## src/rtl/mem_arb_pkg.sv

```systemverilog
// mem_arb_pkg: shared FSM state and transaction-owner types for mem_arbiter.
package mem_arb_pkg;
    typedef enum logic [1:0] {IDLE, ISSUE, WAIT} state_t;
    typedef enum logic {OWN_INS, OWN_DAT} owner_t;
endpackage

```

## src/rtl/mem_arbiter_if.sv

```systemverilog
// mem_arbiter_if: fetch, data and backing-memory buses of the arbiter.
interface mem_arbiter_if #(
    parameter int ADDR_W = 32,
    parameter int DATA_W = 32
);
    logic              ins_req;
    logic [ADDR_W-1:0] ins_addr;
    logic              ins_gnt;
    logic              ins_rvalid;
    logic [DATA_W-1:0] ins_rdata;
    logic              dat_req;
    logic              dat_we;
    logic [ADDR_W-1:0] dat_addr;
    logic [DATA_W-1:0] dat_wdata;
    logic              dat_gnt;
    logic              dat_rvalid;
    logic [DATA_W-1:0] dat_rdata;
    logic              mem_req;
    logic              mem_we;
    logic [ADDR_W-1:0] mem_addr;
    logic [DATA_W-1:0] mem_wdata;
    logic              mem_gnt;
    logic              mem_rvalid;
    logic [DATA_W-1:0] mem_rdata;

    modport slave (
        input  ins_req, ins_addr, dat_req, dat_we, dat_addr, dat_wdata,
               mem_gnt, mem_rvalid, mem_rdata,
        output ins_gnt, ins_rvalid, ins_rdata, dat_gnt, dat_rvalid, dat_rdata,
               mem_req, mem_we, mem_addr, mem_wdata
    );

    modport master (
        output ins_req, ins_addr, dat_req, dat_we, dat_addr, dat_wdata,
               mem_gnt, mem_rvalid, mem_rdata,
        input  ins_gnt, ins_rvalid, ins_rdata, dat_gnt, dat_rvalid, dat_rdata,
               mem_req, mem_we, mem_addr, mem_wdata
    );
endinterface

```

## src/rtl/mem_arb_pick.sv

```systemverilog
// mem_arb_pick: data-priority winner select with a saturating fetch-starvation counter.
module mem_arb_pick
    import mem_arb_pkg::*;
#(
    parameter int STARVE_MAX = 4
) (
    input  logic   clk,
    input  logic   rst,
    input  logic   i_ins_req,
    input  logic   i_dat_req,
    input  logic   i_grant,
    output owner_t o_winner,
    output logic   o_any_req
);
    localparam int CW = $clog2(STARVE_MAX + 1);

    logic [CW-1:0] r_starve_cnt;
    logic          w_starved;

    assign w_starved = r_starve_cnt == CW'(STARVE_MAX);
    assign o_any_req = i_ins_req | i_dat_req;
    assign o_winner  = (i_dat_req && !(i_ins_req && w_starved)) ? OWN_DAT : OWN_INS;

    always_ff @(posedge clk) begin
        if (rst)
            r_starve_cnt <= '0;
        else if (i_grant && o_any_req) begin
            if (o_winner == OWN_INS)
                r_starve_cnt <= '0;
            else if (i_ins_req && !w_starved)
                r_starve_cnt <= r_starve_cnt + 1'b1;
        end
    end
endmodule

```

## src/rtl/mem_arbiter.sv

```systemverilog
// mem_arbiter: shares one single-port memory between fetch and data paths,
// one outstanding transaction at a time, response routed back to its owner.
module mem_arbiter
    import mem_arb_pkg::*;
#(
    parameter int ADDR_W     = 32,
    parameter int DATA_W     = 32,
    parameter int STARVE_MAX = 4
) (
    input logic          clk,
    input logic          rst,
    mem_arbiter_if.slave bus
);
    state_t            r_state, w_next;
    owner_t            r_owner, w_winner;
    logic              w_any, w_take, w_resp;
    logic              r_we, r_ins_rvalid, r_dat_rvalid;
    logic [ADDR_W-1:0] r_addr;
    logic [DATA_W-1:0] r_wdata, r_ins_rdata, r_dat_rdata;

    mem_arb_pick #(.STARVE_MAX(STARVE_MAX)) u_pick (
        .clk       (clk),
        .rst       (rst),
        .i_ins_req (bus.ins_req),
        .i_dat_req (bus.dat_req),
        .i_grant   (w_take),
        .o_winner  (w_winner),
        .o_any_req (w_any)
    );

    // Grants are suppressed during reset so nothing is accepted that reset would drop.
    assign w_take = (r_state == IDLE) && w_any && !rst;
    assign w_resp = (r_state == WAIT) && bus.mem_rvalid;

    always_comb begin
        w_next = r_state;
        if (w_take)
            w_next = ISSUE;
        else if (r_state == ISSUE && bus.mem_gnt)
            w_next = WAIT;
        else if (w_resp)
            w_next = IDLE;
        bus.ins_gnt = w_take && (w_winner == OWN_INS);
        bus.dat_gnt = w_take && (w_winner == OWN_DAT);
        bus.mem_req = r_state == ISSUE;
    end

    always_ff @(posedge clk) begin
        if (rst)
            r_state <= IDLE;
        else
            r_state <= w_next;
    end

    always_ff @(posedge clk) begin
        if (rst) begin
            r_owner      <= OWN_INS;
            r_we         <= 1'b0;
            r_addr       <= '0;
            r_wdata      <= '0;
            r_ins_rvalid <= 1'b0;
            r_dat_rvalid <= 1'b0;
            r_ins_rdata  <= '0;
            r_dat_rdata  <= '0;
        end else begin
            r_ins_rvalid <= w_resp && (r_owner == OWN_INS);
            r_dat_rvalid <= w_resp && (r_owner == OWN_DAT);
            if (w_take) begin
                r_owner <= w_winner;
                r_we    <= (w_winner == OWN_DAT) && bus.dat_we;
                r_addr  <= (w_winner == OWN_DAT) ? bus.dat_addr : bus.ins_addr;
                r_wdata <= (w_winner == OWN_DAT) ? bus.dat_wdata : '0;
            end
            if (w_resp && r_owner == OWN_INS)
                r_ins_rdata <= bus.mem_rdata;
            if (w_resp && r_owner == OWN_DAT)
                r_dat_rdata <= r_we ? '0 : bus.mem_rdata;
        end
    end

    assign bus.mem_we     = r_we;
    assign bus.mem_addr   = r_addr;
    assign bus.mem_wdata  = r_wdata;
    assign bus.ins_rvalid = r_ins_rvalid;
    assign bus.ins_rdata  = r_ins_rdata;
    assign bus.dat_rvalid = r_dat_rvalid;
    assign bus.dat_rdata  = r_dat_rdata;
endmodule
```

## src/flat_wrapper.sv

```systemverilog
// flat-port wrapper written by rule: the top's interface ports become plain ports
module mem_arbiter_flat import mem_arb_pkg::*;
#(
    parameter int ADDR_W     = 32,
    parameter int DATA_W     = 32,
    parameter int STARVE_MAX = 4
)
  (clk, rst, bus_ins_req, bus_ins_addr, bus_dat_req, bus_dat_we, bus_dat_addr, bus_dat_wdata, bus_mem_gnt, bus_mem_rvalid, bus_mem_rdata, bus_ins_gnt, bus_ins_rvalid, bus_ins_rdata, bus_dat_gnt, bus_dat_rvalid, bus_dat_rdata, bus_mem_req, bus_mem_we, bus_mem_addr, bus_mem_wdata);
  mem_arbiter_if #(.ADDR_W(ADDR_W), .DATA_W(DATA_W)) bus_i ();
  input logic clk;
  input logic rst;
  input wire logic [$bits(bus_i.ins_req)-1:0] bus_ins_req;
  input wire logic [$bits(bus_i.ins_addr)-1:0] bus_ins_addr;
  input wire logic [$bits(bus_i.dat_req)-1:0] bus_dat_req;
  input wire logic [$bits(bus_i.dat_we)-1:0] bus_dat_we;
  input wire logic [$bits(bus_i.dat_addr)-1:0] bus_dat_addr;
  input wire logic [$bits(bus_i.dat_wdata)-1:0] bus_dat_wdata;
  input wire logic [$bits(bus_i.mem_gnt)-1:0] bus_mem_gnt;
  input wire logic [$bits(bus_i.mem_rvalid)-1:0] bus_mem_rvalid;
  input wire logic [$bits(bus_i.mem_rdata)-1:0] bus_mem_rdata;
  output wire logic [$bits(bus_i.ins_gnt)-1:0] bus_ins_gnt;
  output wire logic [$bits(bus_i.ins_rvalid)-1:0] bus_ins_rvalid;
  output wire logic [$bits(bus_i.ins_rdata)-1:0] bus_ins_rdata;
  output wire logic [$bits(bus_i.dat_gnt)-1:0] bus_dat_gnt;
  output wire logic [$bits(bus_i.dat_rvalid)-1:0] bus_dat_rvalid;
  output wire logic [$bits(bus_i.dat_rdata)-1:0] bus_dat_rdata;
  output wire logic [$bits(bus_i.mem_req)-1:0] bus_mem_req;
  output wire logic [$bits(bus_i.mem_we)-1:0] bus_mem_we;
  output wire logic [$bits(bus_i.mem_addr)-1:0] bus_mem_addr;
  output wire logic [$bits(bus_i.mem_wdata)-1:0] bus_mem_wdata;
  assign bus_i.ins_req = bus_ins_req;
  assign bus_i.ins_addr = bus_ins_addr;
  assign bus_i.dat_req = bus_dat_req;
  assign bus_i.dat_we = bus_dat_we;
  assign bus_i.dat_addr = bus_dat_addr;
  assign bus_i.dat_wdata = bus_dat_wdata;
  assign bus_i.mem_gnt = bus_mem_gnt;
  assign bus_i.mem_rvalid = bus_mem_rvalid;
  assign bus_i.mem_rdata = bus_mem_rdata;
  assign bus_ins_gnt = bus_i.ins_gnt;
  assign bus_ins_rvalid = bus_i.ins_rvalid;
  assign bus_ins_rdata = bus_i.ins_rdata;
  assign bus_dat_gnt = bus_i.dat_gnt;
  assign bus_dat_rvalid = bus_i.dat_rvalid;
  assign bus_dat_rdata = bus_i.dat_rdata;
  assign bus_mem_req = bus_i.mem_req;
  assign bus_mem_we = bus_i.mem_we;
  assign bus_mem_addr = bus_i.mem_addr;
  assign bus_mem_wdata = bus_i.mem_wdata;
  mem_arbiter #(.ADDR_W(ADDR_W), .DATA_W(DATA_W), .STARVE_MAX(STARVE_MAX)) u_core (.clk(clk), .rst(rst), .bus(bus_i));
endmodule
```

## config.mk

```make
export PLATFORM = sky130hd
export DESIGN_NAME = mem_arbiter_flat
export DESIGN_NICKNAME = d
export VERILOG_FILES = /design/src/rtl/mem_arb_pkg.sv /design/src/rtl/mem_arbiter_if.sv /design/src/rtl/mem_arb_pick.sv /design/src/rtl/mem_arbiter.sv /design/src/flat_wrapper.sv
export SDC_FILE = /design/constraint.sdc
export NUM_CORES = 1
export LEC_CHECK = 0
export CORE_MARGIN = 2
export CORE_UTILIZATION = 39
export CTS_CLUSTER_DIAMETER = 80
export DETAILED_ROUTE_END_ITERATION = 6
export HOLD_SLACK_MARGIN = 0.08
export PLACE_DENSITY_LB_ADDON = 0.15
export SLEW_MARGIN = 40
export SYNTH_ARGS = -nofsm -noshare
export SYNTH_HDL_FRONTEND = slang
export SYNTH_SLANG_ARGS = --single-unit
```

## constraint.sdc

```tcl
create_clock -name clk -period 2.4 [get_ports clk]
set_input_delay 0.24 -clock clk [delete_from_list [all_inputs] [get_ports clk]]
set_output_delay 0.24 -clock clk [all_outputs]
set_load 0.005 [all_outputs]
```

==> results of run 1 <==
-- flip-flops by register name, indices dropped and copies added, names as in the netlist --
signal	flops
u_core.bus.dat_rdata	32
u_core.bus.ins_rdata	32
u_core.bus.mem_addr	32
u_core.bus.mem_wdata	32
u_core.u_pick.r_starve_cnt	3
u_core.r_state	2
u_core.bus.dat_rvalid	1
u_core.bus.ins_rvalid	1
u_core.bus.mem_we	1
u_core.r_owner	1
-- metrics by stage --
| stage | util (%) | total power [mW] | hold WS [ps] | area (um^2) | instances |
|---|---|---|---|---|---|
| 3_5_place_dp | 62.1 | 3.27 | 445 | 7780 | 918 |
| 5_1_grt | 66.9 | 5.98 | 226 | 8370 | 950 |
| 2_1_floorplan | - | 2.75 | 373 | 4970 | 514 |
| 3_3_place_gp | 62.1 | 3.26 | 437 | 7780 | 918 |
| 4_1_cts | 66.8 | 5.82 | 190 | 8370 | 950 |
| 6_report | 66.9 | 5.76 | 192 | 8370 | 950 |
-- routing by layer --
metal,share of wire [%],wire (um),vias up
li1,-,-,2341
met1,40,6250,2249
met2,50,7770,191
met3,7.4,1160,33
met4,3.2,497,0
met5,0,0,-
-- how the worst max path moves through the flow --
| stage | cells past startpoint | slack [ps] | from | endpoint |
|---|---|---|---|---|
| 4_1_cts | 3 | 80 | u_core.r_state[0]$_SDFFE_PP0P_ | bus_dat_gnt |
| 6_report | 3 | 120 | u_core.r_state[0]$_SDFFE_PP0P_ | bus_ins_gnt |
| 3_5_place_dp | 5 | 220 | bus_ins_req | u_core.u_pick.r_starve_cnt[2]$_SDFFE_PP0P_ |
| 2_1_floorplan | 6 | 680 | u_core.u_pick.r_starve_cnt[0]$_SDFFE_PP0P_ | u_core.bus.mem_addr[10]$_SDFFE_PP0N_ |
| 3_3_place_gp | 5 | 240 | bus_ins_req | u_core.u_pick.r_starve_cnt[2]$_SDFFE_PP0P_ |
| 5_1_grt | 3 | 20 | u_core.r_state[0]$_SDFFE_PP0P_ | bus_ins_gnt |
-- cell usage in the layout, fill, tap and decap left out, types with 4 or more instances in the layout --
cell / count
buf_4: 13
clkbuf_16: 17
nor2_1: 4
nand2_1: 100
a22o_1: 33
a221o_1: 32
nand3b_1: 32
a21oi_1: 69
nor3b_1: 33
clkdlybuf4s50_1: 267
dfxtp_1: 137
clkbuf_8: 7
-- area by class of cell --
type                    instances  area, um^2
clock buffers                  26         529
clock inverters                 6        60.1
fillers                      1035        4150
inverters                       3        11.3
multi-input cells             325        2040
flip-flops and latches        137        2740
well taps                     172         215
repair buffers                281        2780
-- critical path: stages (launching register included) --
cell and delay [ps]:
dfxtp_1 410, or4b_4 570, nor2_1 120, clkdlybuf4s50_1 530
-- report_power, final --
part           internal (mW)  total (mW)  switching, mW
registers               2.39        2.46         0.0703
logic                  0.495       0.769          0.274
clock network           1.61        2.53          0.915
total                   4.50        5.76           1.26
-- cell families after synthesis --
family / count (synthesis)
and+or+nand+nor: 183
adders and majority gates: 2
AOI/OAI and AO/OA: 140
DFF: 137
buffers and inverters: 52
==> flow_summary.json, run 1 <==
{
  "grt_pass1_wl_um": 23500,
  "port_buffers": 268,
  "cts_tree": "yes",
  "finalClockSkew_ps": 9.78,
  "grt_max_degree": 73,
  "hold_path.startpoint": "rst",
  "grt_pass1_vias": 4696,
  "cap_viol_max_count": 0,
  "r2r_start": "u_core.r_state[0]$_SDFFE_PP0P_",
  "synth_xor_area_share_pct": 0,
  "fmax_mhz": 438,
  "grt.busiest_layer": "met2",
  "synth_top_cell_area_share_pct": 55.2,
  "synth_edf_count": 0,
  "hold_violations": 0,
  "relSlewSlack_pct": 49.7,
  "drcViolationCount": 0,
  "cts.sinks": 137,
  "finalWeightedCongestion": 0.797,
  "grt_use_met2_pct": 37.2,
  "synth_fa_ha_area_share_pct": 0.504,
  "synthTopCellsByCount": "137 x dfxtp_1, 100 x nand2_1, 70 x a21oi_1",
  "setup_viol": 0,
  "hold_end": "u_core.u_pick.r_starve_cnt[1]$_SDFFE_PP0P_",
  "synthSimpleGateAreaFrac_pct": 19.8,
  "synthesis.area_mm2": 0.00497,
  "synthTopCellsByArea": "dfxtp_1 55%, nand2_1 7.6%, a21oi_1 7.1%",
  "clock_path_buffers": 2,
  "cts.repair.resized": 0,
  "rsz0062_at_grt": "no",
  "row_count": 41,
  "post-place-ws_ps": 225,
  "grt_util_all_layers_pct": 22.5,
  "start_util_pct": 39.7,
  "endpoint_kind": "primary output",
  "die_h_um": 117,
  "reg2reg_to": "u_core.u_pick.r_starve_cnt[2]$_SDFFE_PP0P_",
  "worstPathArrival_ps": 2040,
  "clock_latency_ps": 410,
  "path_max_fanout": 10,
  "worst_slew_pin_slew_ps": 754,
  "htreeDepth": 4,
  "coreArea_mm2": 0.0125,
  "synthMuxAreaShare_pct": 0,
  "clk_pin_slew_ps": 60,
  "pin_count": 269,
  "synth_top_family_by_area": "compound AO/OA/AOI/OAI gates",
  "worstPathRequired_ps": 2160,
  "numCtsBuffers": 17,
  "period_needed_ps": 2280,
  "yosys_warnings": 0,
  "ys_types": 30,
  "hold_buffers": 0,
  "hold_class": "in2reg",
  "synth_compound_area_share_pct": 19.9,
  "num_antenna_cells": 0,
  "layout-drive-gt1-share_pct": 6.56,
  "p_leak_nw": 2.95,
  "outcome": "completed",
  "postCtsSetupRepairBufs": 0,
  "yosysMostFrequentCell": "dfxtp_1",
  "drtIter0Drc": 234,
  "synthCells": 514,
  "antenna_found_initial": 0,
  "synth.net_count": 651,
  "ys.flop_type": "dfxtp_1",
  "dr.pass1.iters": 4,
  "drtAntennaViolNets": 0,
  "ys_ff_latch": 137,
  "overflow": 0,
  "die_w_um": 117,
  "via_count": 4814,
  "drt-wirelength-per-cell_um": 16.5,
  "ir_drop_mv": 0.466,
  "start_kind": "flip-flop",
  "met3_usage_pct": 7.98,
  "hpwl_um": 10800,
  "yosysSeqAreaShare_pct": 55.2,
  "dieArea_mm2": 0.0137,
  "use_met1_pct": 25.7,
  "reg2reg_slack_ps": 540,
  "nNetsFinal": 902,
  "syn_avg_cell_area_um2": 9.66,
  "worst-setup-path-type": "reg2out",
  "setup_tns_ps": 0,
  "drt_wl_total_um": 15700,
  "synth_largest_area_cell": "dfxtp_1",
  "synthArstFlopShare_pct": 0,
  "rr_worst_depth": 4,
  "hold_depth": 4,
  "cts_root_buffer": "clkbuf_16",
  "fin_ws_ps": 119,
  "powerDensity_mw_per_mm2": 688,
  "period_share_pct": 95.0,
  "area_growth_pct": 68.5,
  "vias_per_cell": 5.07,
  "slew_violations": 0
}
No activity file was read; power rests on OpenSTA's default activity.
==> run 2, diff against run 1 <==
--- a/config.mk
+++ b/config.mk
@@ -5,6 +5,7 @@
 export SDC_FILE = /design/constraint.sdc
 export NUM_CORES = 1
 export LEC_CHECK = 0
+export ABC_CLOCK_PERIOD_IN_PS = 2400
 export CORE_MARGIN = 2
 export CORE_UTILIZATION = 39
 export CTS_CLUSTER_DIAMETER = 80
==> results of run 2 <==
Same layout as run 1: the final DEF is identical, and so are final timing and power.
